### config.mk
export PLATFORM = sky130hd
export DESIGN_NAME = relais_bank
export DESIGN_NICKNAME = d
export VERILOG_FILES = /design/src/rtl/relais_bank.sv
export SDC_FILE = /design/constraint.sdc
export NUM_CORES = 1
export LEC_CHECK = 0
export ABC_AREA = 1
export CORE_ASPECT_RATIO = 0.8
export CORE_UTILIZATION = 49
export CTS_CLUSTER_SIZE = 24
export DETAILED_ROUTE_END_ITERATION = 6
export PLACE_DENSITY = 0.86
export SLEW_MARGIN = 20
export SYNTH_ARGS = -nofsm -noshare
export SYNTH_HDL_FRONTEND = slang
export SYNTH_SLANG_ARGS = --single-unit
### constraint.sdc
create_clock -name clk -period 3.7 [get_ports clk]
set_clock_uncertainty 0.1 [all_clocks]
set_input_delay 0.37 -clock clk [delete_from_list [all_inputs] [get_ports clk]]
set_output_delay 0.37 -clock clk [all_outputs]
set_load 0.01 [all_outputs]
### src/rtl/relais_bank.sv
// relais_bank: a bank of CH independent debounced relay channels.
// Each channel compares a signed control sample against a common threshold
// pair (VT +/- VH). LATCH selects the channel behaviour:
//   LATCH = 0: hysteresis relay.
//   LATCH = 1: toggle relay, advanced by rising crossings of TH_HI.
// A channel changes contact only after DEB consecutive qualifying valid
// samples. A per-channel force input overrides the debounce logic.
//
// Ports:
//   clk        rising-edge clock
//   rst_n      asynchronous active-low reset; release is taken synchronously
//   in_valid   in_data carries a new sample set this cycle
//   in_data    CH x W two's-complement samples; channel k is at [k*W +: W]
//   force_en   per-channel override request
//   force_val  per-channel override contact value (1 = closed)
//   closed     registered contact state per channel
//   change     one-cycle pulse in the cycle closed[k] takes a new value
//   busy       registered OR of "channel is mid-debounce" over all channels
module relais_bank #(
    parameter int CH    = 4,
    parameter int W     = 12,
    parameter int VT    = 0,
    parameter int VH    = 64,
    parameter int DEB   = 4,
    parameter int LATCH = 0
) (
    input  logic            clk,
    input  logic            rst_n,
    input  logic            in_valid,
    input  logic [CH*W-1:0] in_data,
    input  logic [CH-1:0]   force_en,
    input  logic [CH-1:0]   force_val,
    output logic [CH-1:0]   closed,
    output logic [CH-1:0]   change,
    output logic            busy
);

    localparam int CW = $clog2(DEB + 1);
    localparam logic [CW-1:0] DEB_M1 = CW'(DEB - 1);

    // Thresholds carry one extra bit so that VT +/- VH cannot wrap for any
    // in-range W-bit threshold code.
    localparam logic signed [W:0] TH_HI = (W+1)'(VT + VH);
    localparam logic signed [W:0] TH_LO = (W+1)'(VT - VH);

    typedef enum logic [1:0] {
        OPEN       = 2'd0,
        PEND_CLOSE = 2'd1,
        CLOSED     = 2'd2,
        PEND_OPEN  = 2'd3
    } state_t;

    logic [CH-1:0] pend_nxt;

    for (genvar k = 0; k < CH; k++) begin : g_ch
        logic signed [W:0] smp;
        logic              above;
        logic              under;
        logic              q_close;
        logic              q_open;
        state_t            st;
        state_t            st_nxt;
        logic [CW-1:0]     cnt;
        logic [CW-1:0]     cnt_nxt;
        // Edge history: 1 when the last valid sample was at or below TH_HI.
        logic              hist;
        logic              hist_nxt;
        logic              closed_q;
        logic              change_q;
        logic              closed_nxt;

        assign smp   = {in_data[k*W + W - 1], in_data[k*W +: W]};
        assign above = smp > TH_HI;
        assign under = smp < TH_LO;

        // In toggle mode a debounce run may only start on a rising crossing.
        // Once pending, every further sample above TH_HI keeps the run going.
        assign q_close = (LATCH != 0) ? (above && (hist || st == PEND_CLOSE)) : above;
        assign q_open  = (LATCH != 0) ? (above && (hist || st == PEND_OPEN))  : under;

        always_comb begin
            st_nxt   = st;
            cnt_nxt  = cnt;
            hist_nxt = hist;
            if (in_valid) begin
                hist_nxt = !above;
            end
            if (force_en[k]) begin
                st_nxt  = force_val[k] ? CLOSED : OPEN;
                cnt_nxt = '0;
            end else if (in_valid) begin
                // cnt is 0 in the stable states, so "cnt == DEB-1" also
                // covers DEB = 1 switching directly from a stable state.
                unique case (st)
                    OPEN, PEND_CLOSE: begin
                        if (q_close) begin
                            if (cnt == DEB_M1) begin
                                st_nxt  = CLOSED;
                                cnt_nxt = '0;
                            end else begin
                                st_nxt  = PEND_CLOSE;
                                cnt_nxt = cnt + 1'b1;
                            end
                        end else begin
                            st_nxt  = OPEN;
                            cnt_nxt = '0;
                        end
                    end
                    CLOSED, PEND_OPEN: begin
                        if (q_open) begin
                            if (cnt == DEB_M1) begin
                                st_nxt  = OPEN;
                                cnt_nxt = '0;
                            end else begin
                                st_nxt  = PEND_OPEN;
                                cnt_nxt = cnt + 1'b1;
                            end
                        end else begin
                            st_nxt  = CLOSED;
                            cnt_nxt = '0;
                        end
                    end
                    default: begin
                        st_nxt  = OPEN;
                        cnt_nxt = '0;
                    end
                endcase
            end
        end

        assign closed_nxt  = (st_nxt == CLOSED) || (st_nxt == PEND_OPEN);
        assign pend_nxt[k] = (st_nxt == PEND_CLOSE) || (st_nxt == PEND_OPEN);

        always_ff @(posedge clk or negedge rst_n) begin
            if (!rst_n) begin
                st       <= OPEN;
                cnt      <= '0;
                hist     <= 1'b1;
                closed_q <= 1'b0;
                change_q <= 1'b0;
            end else begin
                st       <= st_nxt;
                cnt      <= cnt_nxt;
                hist     <= hist_nxt;
                closed_q <= closed_nxt;
                change_q <= closed_nxt ^ closed_q;
            end
        end

        assign closed[k] = closed_q;
        assign change[k] = change_q;
    end

    always_ff @(posedge clk or negedge rst_n) begin
        if (!rst_n) begin
            busy <= 1'b0;
        end else begin
            busy <= |pend_nxt;
        end
    end

endmodule

==> metrics, run 1 <==
sequential area share after synthesis=a little under two fifths; CTS tree=built; Routed WL per cell=9.41 microns; Area Growth Syn to Fin=39.6%; Tcrit/Tclk final=a little under half; outcome=finished clean; critical path required time=roughly 3800 ps; RSZ-0062 raised after global routing=false; reg-to-reg slack, setup=2210 ps; footprint of the multi-input gates=approximately 960 sq um; Syn Inst Count=280; CTS H-tree lvls=2; Slew headroom=between 70 and 80%; Setup Fix Bufs, Post-CTS=0; Post-DP HPWL=roughly 3.1 mm; Crit Path Max Fanout=9; Setup Crit Path Kind=input pin to flop; drt total wl=around 3.8 mm; DR vias/cell=4.54; layout cells sized above 1=11.8%; Hold Violations, Final=0; peak supply drop=around 0.00028 V; max cap viols=0; Worst-Skew Late Latency=roughly 270 ps; TritonRoute pass-1 iters=4; Yosys cell types=32; Buffers & Inverters on Critical Path=2; yosys warns=0; io pins=68; Synth Cell Area=about 2000 sq um; first-pass GRT wire length=about 6.7 mm; Worst Hold Class=flop to flop; PortBufs=between 60 and 70; Setup TNS=0 ps; max incr delay on CP=roughly 720 ps; FF+latch area=~730 sq um; min cycle time layout=approximately 1700 ps; final setup vio count=0; Slew Viols, Final=0; clock tree buffer depth=2; GRT overflow=0; Mapped Avg Cell Area=7.01 sq um; pin count of the biggest net entering global routing=30; total CTS buffers=5; fill count=330; Initial Utilization=between 50% and 60%; Clock transition at path regs=60 ps; synthesized flop and latch total=29; actual slew at the worst max-slew pin=approximately 420 ps; pwr dens=between 300 and 400 nW/um^2; Async SR Flop Fraction=100%; RD Place Congestion=approximately 0.8; Fmax=about 0.58 GHz; Area after DPL=between 2000 and 3000 sq um; design area=roughly 2700 sq um; GR Util All Layers=approximately a fifth; ANT nets after route=0; initial antenna violation count=0; root buffer cell=clkbuf_8; Residual DRC=0; 1st-iter DRT viols=72; CP arrival=about 1800 ps; Worst setup SP type=input pin; CP max stage cell=clkdlybuf4s50_1; Post-synth EDFFs=0; cts repair resizes=0; Floorplan Core Area=approximately 3800 sq um; Via Count=1,826; Hold Buf Count CTS=0; Die Span Y=approximately 59 microns; Synthesized Nets=about 340; row count=20; Die Area=4270 sq um; Final Net Count=between 400 and 500; Top FF cell, synth=dfrtp_1; diode count=0; Top Family by Delay on Critical Path=buffers and inverters; cell repeated most along the worst path=nand2_1; Die X=72.8 microns; critical path cell sequence=clkdlybuf4s50_1 > inv_4 > nor2_2 > o21bai_1 > a21oi_1 > o21ai_1 > nand2_1 > nand2_1 > nand2_1; number of global-route vias before repair=1,718; leakage power=between 1 and 1.5 nW; CTS Sinks=29; Worst setup EP type=flop
## cells by family (layout without fill, tap and decap cells)
family          after synthesis  count (layout)  share of synthesized area (%)
compound gates               27              27                           7.90
fa+ha+maj                     4               4                           2.55
buf+inv                      64             131                           14.3
flops                        29              29                           37.0
mux                           1               1                          0.510
simple gates                155             155                           37.8
## report_power, final
| group | switching, mW | internal [mW] |
|---|---|---|
| registers | 0.0147 | 0.342 |
| clock network | 0.116 | 0.168 |
| logic | 0.0888 | 0.110 |
## worst min-delay path, cell delays in order, from the launching register on
cell	delay, ps
dfrtp_1	320
nand2_1	60
nand2_2	60
## area by class of cell
type                       count  share of cell area, %
multi-input combinational    187                   34.9
sequential                    29                   26.5
timing repair buffer          68                   24.7
inverter                      55                   7.63
clock buffer                   7                   3.52
tap                           55                   2.51
clock inverter                 1                  0.183
## synth_stat cells (2+ instances only)
master    count  area, sq um
nand3_2       2         20.0
inv_2         6         22.5
nor2_1       34          128
nand3b_1      3         22.5
o21ai_1       7         35.0
nand2_1      67          251
buf_4         8         60.1
ha_1          4         50.1
o21bai_1      2         15.0
nor2_2        5         31.3
o21ai_0       5         25.0
nand3b_4      2         40.0
nand3_1      20          100
nand4_1       3         18.8
nand2_4       2         22.5
and2_0        2         12.5
or2_2         2         12.5
inv_1        48          180
nand2_2      10         62.6
dfrtp_1      29          726
a21oi_1       8         40.0
## flip-flops by register name, summed over array words and instances (netlist names)
| signal | cells |
|---|---|
| g_ch.st | 8 |
| g_ch.closed_q | 4 |
| g_ch.change_q | 4 |
| g_ch.cnt | 12 |
| busy | 1 |
## cells in the final DEF (no fill, tap or decap)
master,synthesis,routed
a21boi_0,1,1
a21boi_1,1,1
a21oi_1,8,8
a21oi_2,1,1
a22oi_1,1,1
and2_0,2,2
and2_1,1,1
buf_4,8,1
clkbuf_8,0,7
clkdlybuf4s50_1,0,67
clkinv_2,0,1
dfrtp_1,29,29
ha_1,4,4
inv_1,48,48
inv_2,6,6
inv_4,1,1
mux2i_1,1,1
nand2_1,67,67
nand2_2,10,10
nand2_4,2,2
nand3_1,20,20
nand3_2,2,2
nand3b_1,3,3
nand3b_4,2,2
nand4_1,3,3
nor2_1,34,34
nor2_2,5,5
nor3b_1,1,1
o21ai_0,5,5
o21ai_1,7,7
o21ai_2,1,1
o21bai_1,2,2
or2_0,1,1
or2_2,2,2
## metrics by stage
step	hold slack (ps)	total power [mW]	cells	worst slack [ps]	utilization (%)
CTS	379	0.849	402	1970	71.6
finish	373	0.839	402	1980	71.6
global route	403	0.890	402	1800	71.6
global placement	361	0.557	394	1770	68.9
detailed placement	361	0.562	394	1680	68.9
floorplan	-25.6	0.461	280	2370	-
## final timing paths
check | from | to | depth (start not counted)
setup / recovery | in_valid | g_ch[2].change_q | 9
hold / removal | g_ch[3].st[0] | g_ch[3].st[0] | 2
setup reg to reg | g_ch[2].cnt[0] | g_ch[2].change_q | 9
hold reg to reg | g_ch[3].st[0] | g_ch[3].st[0] | 2
max in group asynchronous | rst_n | g_ch[0].cnt[0] | 2
min in group asynchronous | rst_n | g_ch[3].change_q | 2
## layer usage
metal  up-vias  global-route usage [%]  routed length, microns
met3         2                    5.48                     277
met1       783                    25.7                    1840
li1        986                       -                       -
met5         -                       0                       0
met4         0                    5.60                       8
met2        55                    34.4                    1660
No activity file was read; power rests on OpenSTA's default activity.
==> run 2: changes to the inputs <==
Settings changed: CORE_UTILIZATION 49 to 46, PLACE_DENSITY 0.86 to 0.81.
Clock period 3.7 ns to 1.6 ns, I/O delays scaled along.
==> run 2 against run 1 <==
Clock power grew to 2.8 times the previous value. Highest routed layer unchanged. Setup slack worse by 1900 ps. Non-clock buffer count rose by 8. Count of clock-buffer cells in the layout is the same. Hold slack got worse by 210 ps. Critical endpoint unchanged.
==> metrics, run 2 (synthesized netlist as in run 1, its figures left out) <==
Area after DPL=2700 sq um (was 2640 sq um); fill count=329 (was 330); commonest non-fill, non-tap cells in the layout=nand2_1 (67), clkdlybuf4s50_1 (67), inv_1 (48) (unchanged); Worst setup SP type=flop (was input pin); worst reg2reg path startpoint=g_ch[2].cnt[0] (unchanged); actual slew at the worst max-slew pin=350 ps (was 418 ps); Post-DP HPWL=3.22 mm (was 3.09 mm); max incr delay on CP=400 ps (was 720 ps); Hold Violations, Final=0 (unchanged); layout cells sized above 1=13.5% (was 11.8%); RSZ-0062 raised after global routing=false (unchanged); Top Registers=g_ch.cnt (12), g_ch.st (8) (unchanged); Setup Fix Bufs, Post-CTS=0 (unchanged); worst setup path start=g_ch[2].cnt[0] (was in_valid); critical path cell sequence=ha_1 > nand2_1 > nor2_2 > o21bai_1 > a21oi_1 > o21ai_1 > nand2_1 > nand2_1 > nand2_1 (was clkdlybuf4s50_1 > inv_4 > nor2_2 > o21bai_1 > a21oi_1 > o21ai_1 > nand2_1 > nand2_1 > nand2_1); pin count of the biggest net entering global routing=30 (unchanged); Worst setup EP type=flop (unchanged); row count=20 (unchanged); pwr dens=737 nW/um^2 (was 306 nW/um^2); Worst-Skew Late Latency=280 ps (was 270 ps); CTS Sinks=29 (unchanged); non-filler instance count after layout=410 (was 402); placed insts=402 (was 394); drt total wl=3.86 mm (was 3.78 mm); Tcrit/Tclk final=a little over nine tenths; Most flops, register=g_ch.cnt (unchanged); RD Place Congestion=0.768 (was 0.803); max reg flops=12 (unchanged); reg-to-reg slack, setup=90 ps (was 2210 ps); Die Span Y=60.4 microns (was 58.6 microns); Area Growth Syn to Fin=43.4% (was 39.6%); Slew headroom=76.7% (was 72.0%); capture point of the worst reg-to-reg path=g_ch[2].change_q (unchanged); critical path required time=1670 ps (was 3820 ps); Die Area=4530 sq um (was 4270 sq um); Final Net Count=417 (was 409); Residual DRC=0 (unchanged); root buffer cell=clkbuf_8 (unchanged); Floorplan Core Area=3930 sq um (was 3830 sq um); CP arrival=1580 ps (was 1840 ps); Fmax=~0.66 GHz; outcome=finished clean (unchanged); Die X=75.0 microns (was 72.8 microns); Setup Crit Path Kind=flop to flop (was input pin to flop); total CTS buffers=5 (unchanged); Hold Buf Count CTS=0 (unchanged); DR vias/cell=4.50 (was 4.54); Initial Utilization=50.0% (was 51.3%); CTS tree=built (unchanged); Routed WL per cell=9.41 microns (about the same); CP max stage cell=dfrtp_1 (was clkdlybuf4s50_1); CTS H-tree lvls=2 (unchanged); GR Util All Layers=18.8% (was 20.3%); Clock transition at path regs=60 ps (about the same); min cycle time layout=about 1500 ps; io pins=68 (unchanged); 1st-iter DRT viols=86 (was 72); post-layout util=71.7% (was 71.6%); PortBufs=67 (unchanged); Worst Hold Class=input pin to asynchronous set/reset pin (was flop to flop); ANT nets after route=0 (unchanged); Crit Path Max Fanout=3 (was 9); peak supply drop=0.000512 V (was 0.000281 V); cell repeated most along the worst path=nand2_1 (unchanged); leakage power=1.45 nW (was 1.41 nW); diode count=0 (unchanged); number of global-route vias before repair=1,647 (was 1,718); FF+latch area=726 sq um (unchanged); Critical Path End=g_ch[2].change_q (unchanged); footprint of the multi-input gates=957 sq um (unchanged); design area=2820 sq um (was 2740 sq um); initial antenna violation count=0 (unchanged); final setup vio count=0 (unchanged); max cap viols=0 (unchanged); first-pass GRT wire length=6.42 mm (was 6.72 mm); GRT overflow=0 (unchanged); cts repair resizes=0 (unchanged); TritonRoute pass-1 iters=4 (unchanged); worst reg2reg path depth=9 (unchanged); Via Count=1,847 (was 1,826); clock tree buffer depth=2 (unchanged); Slew Viols, Final=0 (unchanged)
==> run 2: per-stage QoR <==
step	TNS [ps]	setup slack (ps)	hold WS, ps	total power, mW
after floorplan	0	266	-236	1.07
after global placement	-22.4	-22.2	359	1.30
after detailed placement	-113	-54.7	361	1.31
after CTS	0	125	172	2.10
after global routing	0	30.8	185	2.20
final	0	93.8	161	2.08
==> run 2: worst min-delay path by stage <==
stage                  start               end  slack [ps]  cells past startpoint
2_1_floorplan          rst_n              busy        -240                      0
3_3_place_gp   g_ch[3].st[0]     g_ch[3].st[0]         360                      2
3_5_place_dp   g_ch[1].st[0]     g_ch[1].st[0]         360                      2
4_1_cts                rst_n  g_ch[2].change_q         170                      2
5_1_grt                rst_n  g_ch[2].change_q         190                      2
6_report               rst_n    g_ch[3].cnt[0]         160                      2
==> run 2: cell type report <==
type | count | share of cell area [%]
Multi-Input combinational cell | 187 | 34.0
Timing Repair Buffer | 76 | 26.2
Sequential cell | 29 | 25.8
Inverter | 55 | 7.42
Clock buffer | 7 | 3.07
Tap cell | 55 | 2.44
Clock inverter | 1 | 1.07
==> run 2: where the power goes <==
part / leakage [nW] / total [mW] / switching [mW] / internal (mW)
combinational: 1.03 / 0.474 / 0.207 / 0.266
sequential: 0.364 / 0.823 / 0.0327 / 0.790
clock: 0.0585 / 0.779 / 0.272 / 0.507
total: 1.45 / 2.08 / 0.512 / 1.56
==> run 2: worst max-delay path, delay by kind of cell, from the launching register on <==
| family | cells | cell delay (ps) |
|---|---|---|
| DFF | 1 | 400 |
| adders and majority gates | 1 | 210 |
| AOI/OAI and AO/OA | 3 | 280 |
| and+or+nand+nor | 5 | 400 |
==> run 2: routing by layer <==
| metal | wire length (microns) | vias up | GRT usage, % |
|---|---|---|---|
| met5 | 0 | - | 0 |
| met4 | 27 | 0 | 4.04 |
| met3 | 285 | 4 | 7.14 |
| met2 | 1740 | 48 | 32.4 |
| met1 | 1800 | 796 | 22.7 |
| li1 | - | 999 | - |
==> run 3: changes to the inputs <==
Settings changed: PLACE_DENSITY 0.81 to unset, PLACE_DENSITY_LB_ADDON set to 0.1.
==> run 3 against run 2 <==
Count of clock-buffer cells in the layout fell by 2. Utilization grew 0.22 points. Maximum frequency grew 2.8%. Sequential cell count is the same. Sequential share of layout area shrank 0.080 points. Critical endpoint is now g_ch[0].change_q. Highest routed layer unchanged.
==> metrics, run 3 (synthesized netlist as in run 1, its figures left out) <==
fill count=331 (was 329); leakage power=1.45 nW (about the same); Post-DP HPWL=3.20 mm (was 3.22 mm); Hold Violations, Final=0 (unchanged); Die Span Y=60.4 microns (unchanged); Clock transition at path regs=70 ps (was 60 ps); Setup Fix Bufs, Post-CTS=0 (unchanged); Routed WL per cell=9.53 microns (was 9.41 microns); final setup vio count=0 (unchanged); 1st-iter DRT viols=61 (was 86); Most flops, register=g_ch.cnt (unchanged); total CTS buffers=5 (unchanged); pin count of the biggest net entering global routing=30 (unchanged); GRT overflow=0 (unchanged); max reg flops=12 (unchanged); min cycle time layout=1470 ps (was 1510 ps); Crit Path Max Fanout=3 (unchanged); worst setup margin=134 ps (was 93.8 ps); ANT nets after route=0 (unchanged); Slew Viols, Final=0 (unchanged); max cap viols=0 (unchanged); first-pass GRT wire length=6.95 mm (was 6.42 mm); TritonRoute pass-1 iters=4 (unchanged); GR Util All Layers=20.3% (was 18.8%); Area Growth Syn to Fin=43.8% (was 43.4%); Residual DRC=0 (unchanged); Slew headroom=76.1% (was 76.7%); Tcrit/Tclk final=91.6% (was 94.1%); clock tree buffer depth=2 (unchanged); PortBufs=67 (unchanged); commonest non-fill, non-tap cells in the layout=nand2_1 (67), clkdlybuf4s50_1 (67), inv_1 (48) (unchanged); Worst Hold Class=input pin to asynchronous set/reset pin (unchanged); drt total wl=3.95 mm (was 3.86 mm); Floorplan Core Area=3930 sq um (unchanged); RSZ-0062 raised after global routing=false (unchanged); row count=20 (unchanged); io pins=68 (unchanged); Area after DPL=2730 sq um (was 2700 sq um); Fmax=0.682 GHz (was 0.664 GHz); pre-CTS setup slack=-45.2 ps (was -54.7 ps); critical path required time=1670 ps (about the same); RD Place Congestion=0.737 (was 0.768); DR vias/cell=4.57 (was 4.50); layout cells sized above 1=15.6% (was 13.5%); number of global-route vias before repair=1,818 (was 1,647); Die X=75.0 microns (unchanged); peak supply drop=0.000585 V (was 0.000512 V); CTS H-tree lvls=2 (unchanged); pwr dens=675 nW/um^2 (was 737 nW/um^2); diode count=0 (unchanged); Worst setup SP type=flop (unchanged); outcome=finished clean (unchanged); Final Net Count=421 (was 417); Initial Utilization=50.0% (unchanged); initial antenna violation count=0 (unchanged); design area=2820 sq um (about the same); Setup Crit Path Kind=flop to flop (unchanged); Worst-Skew Late Latency=280 ps (about the same); Worst setup EP type=flop (unchanged); Top Registers=g_ch.cnt (12), g_ch.st (8) (unchanged); actual slew at the worst max-slew pin=358 ps (was 350 ps); CTS Sinks=29 (unchanged); CP arrival=1540 ps (was 1580 ps); root buffer cell=clkbuf_8 (unchanged); Via Count=1,891 (was 1,847); CTS tree=built (unchanged); Die Area=4530 sq um (unchanged)
-- run 3: changes by cell type in the layout (fill, tap and decap cells not counted), sizes merged --
cell,before,now
bufinv,1,0
clkinvlp,0,1
buf,9,13
clkinv,0,2
clkbuf,7,5
-- run 3: repair_timing --
item / 4_1_cts / 5_1_grt
setup endpoints to repair: 0 / 3
hold buffers: 0 / 0
resized for setup: 0 / 3
-- run 3: critical path, stage by stage (launching register included) --
cell and delay (ps):
dfrtp_1 390, ha_1 230, nand2_1 100, o21ai_1 60, nand2_1 70, a21oi_1 40
o21ai_1 130, nand2_1 110, nand2_1 80, nand2_1 50
-- run 3: power by group --
part | total [mW] | switching (mW) | internal (mW)
clock network | 0.597 | 0.298 | 0.299
registers | 0.824 | 0.0345 | 0.790
logic | 0.485 | 0.210 | 0.274
-- run 3: metal layers --
metal / GRT usage (%) / share of wire [%] / up-vias
met2: 37.1 / 47 / 58
met3: 6.15 / 6.8 / 7
met4: 5.39 / 0.99 / 0
met5: 0 / 0 / -
li1: - / - / 1008
met1: 23.2 / 45 / 818
-- run 3: cell type report --
type                       count  area (sq um)  area share, %
clock buffer                   5          68.8           2.44
clock inverter                 3          17.5          0.620
inverter                      55           209           7.40
multi-input combinational    187           966           34.2
sequential                    29           726           25.7
tap                           55          68.8           2.44
timing repair buffer          80           768           27.2
-- run 3: final timing paths --
path	to	slack, ps	cells after the start	startpoint
max	g_ch[0].change_q	130	9	g_ch[0].cnt[0]
min	g_ch[2].change_q	160	2	rst_n
min reg2reg	g_ch[2].st[0]	380	2	g_ch[2].st[0]
max in group asynchronous	g_ch[0].st[1]	970	2	rst_n
min in group clk	g_ch[2].st[0]	380	2	g_ch[2].st[0]
max reg2reg	g_ch[0].change_q	130	9	g_ch[0].cnt[0]
-- run 3: metrics by stage --
stage                     hold WS [ps]  util [%]  instances  power (mW)  setup TNS [ps]
after detailed placement           362      69.5        406        1.32            -139
after global placement             362      69.5        406        1.31           -24.5
after floorplan                   -236         -        280        1.07               0
after global routing               190      71.9        414        2.02               0
final                              159      71.9        414        1.91               0
after CTS                          173      71.7        414        1.92               0
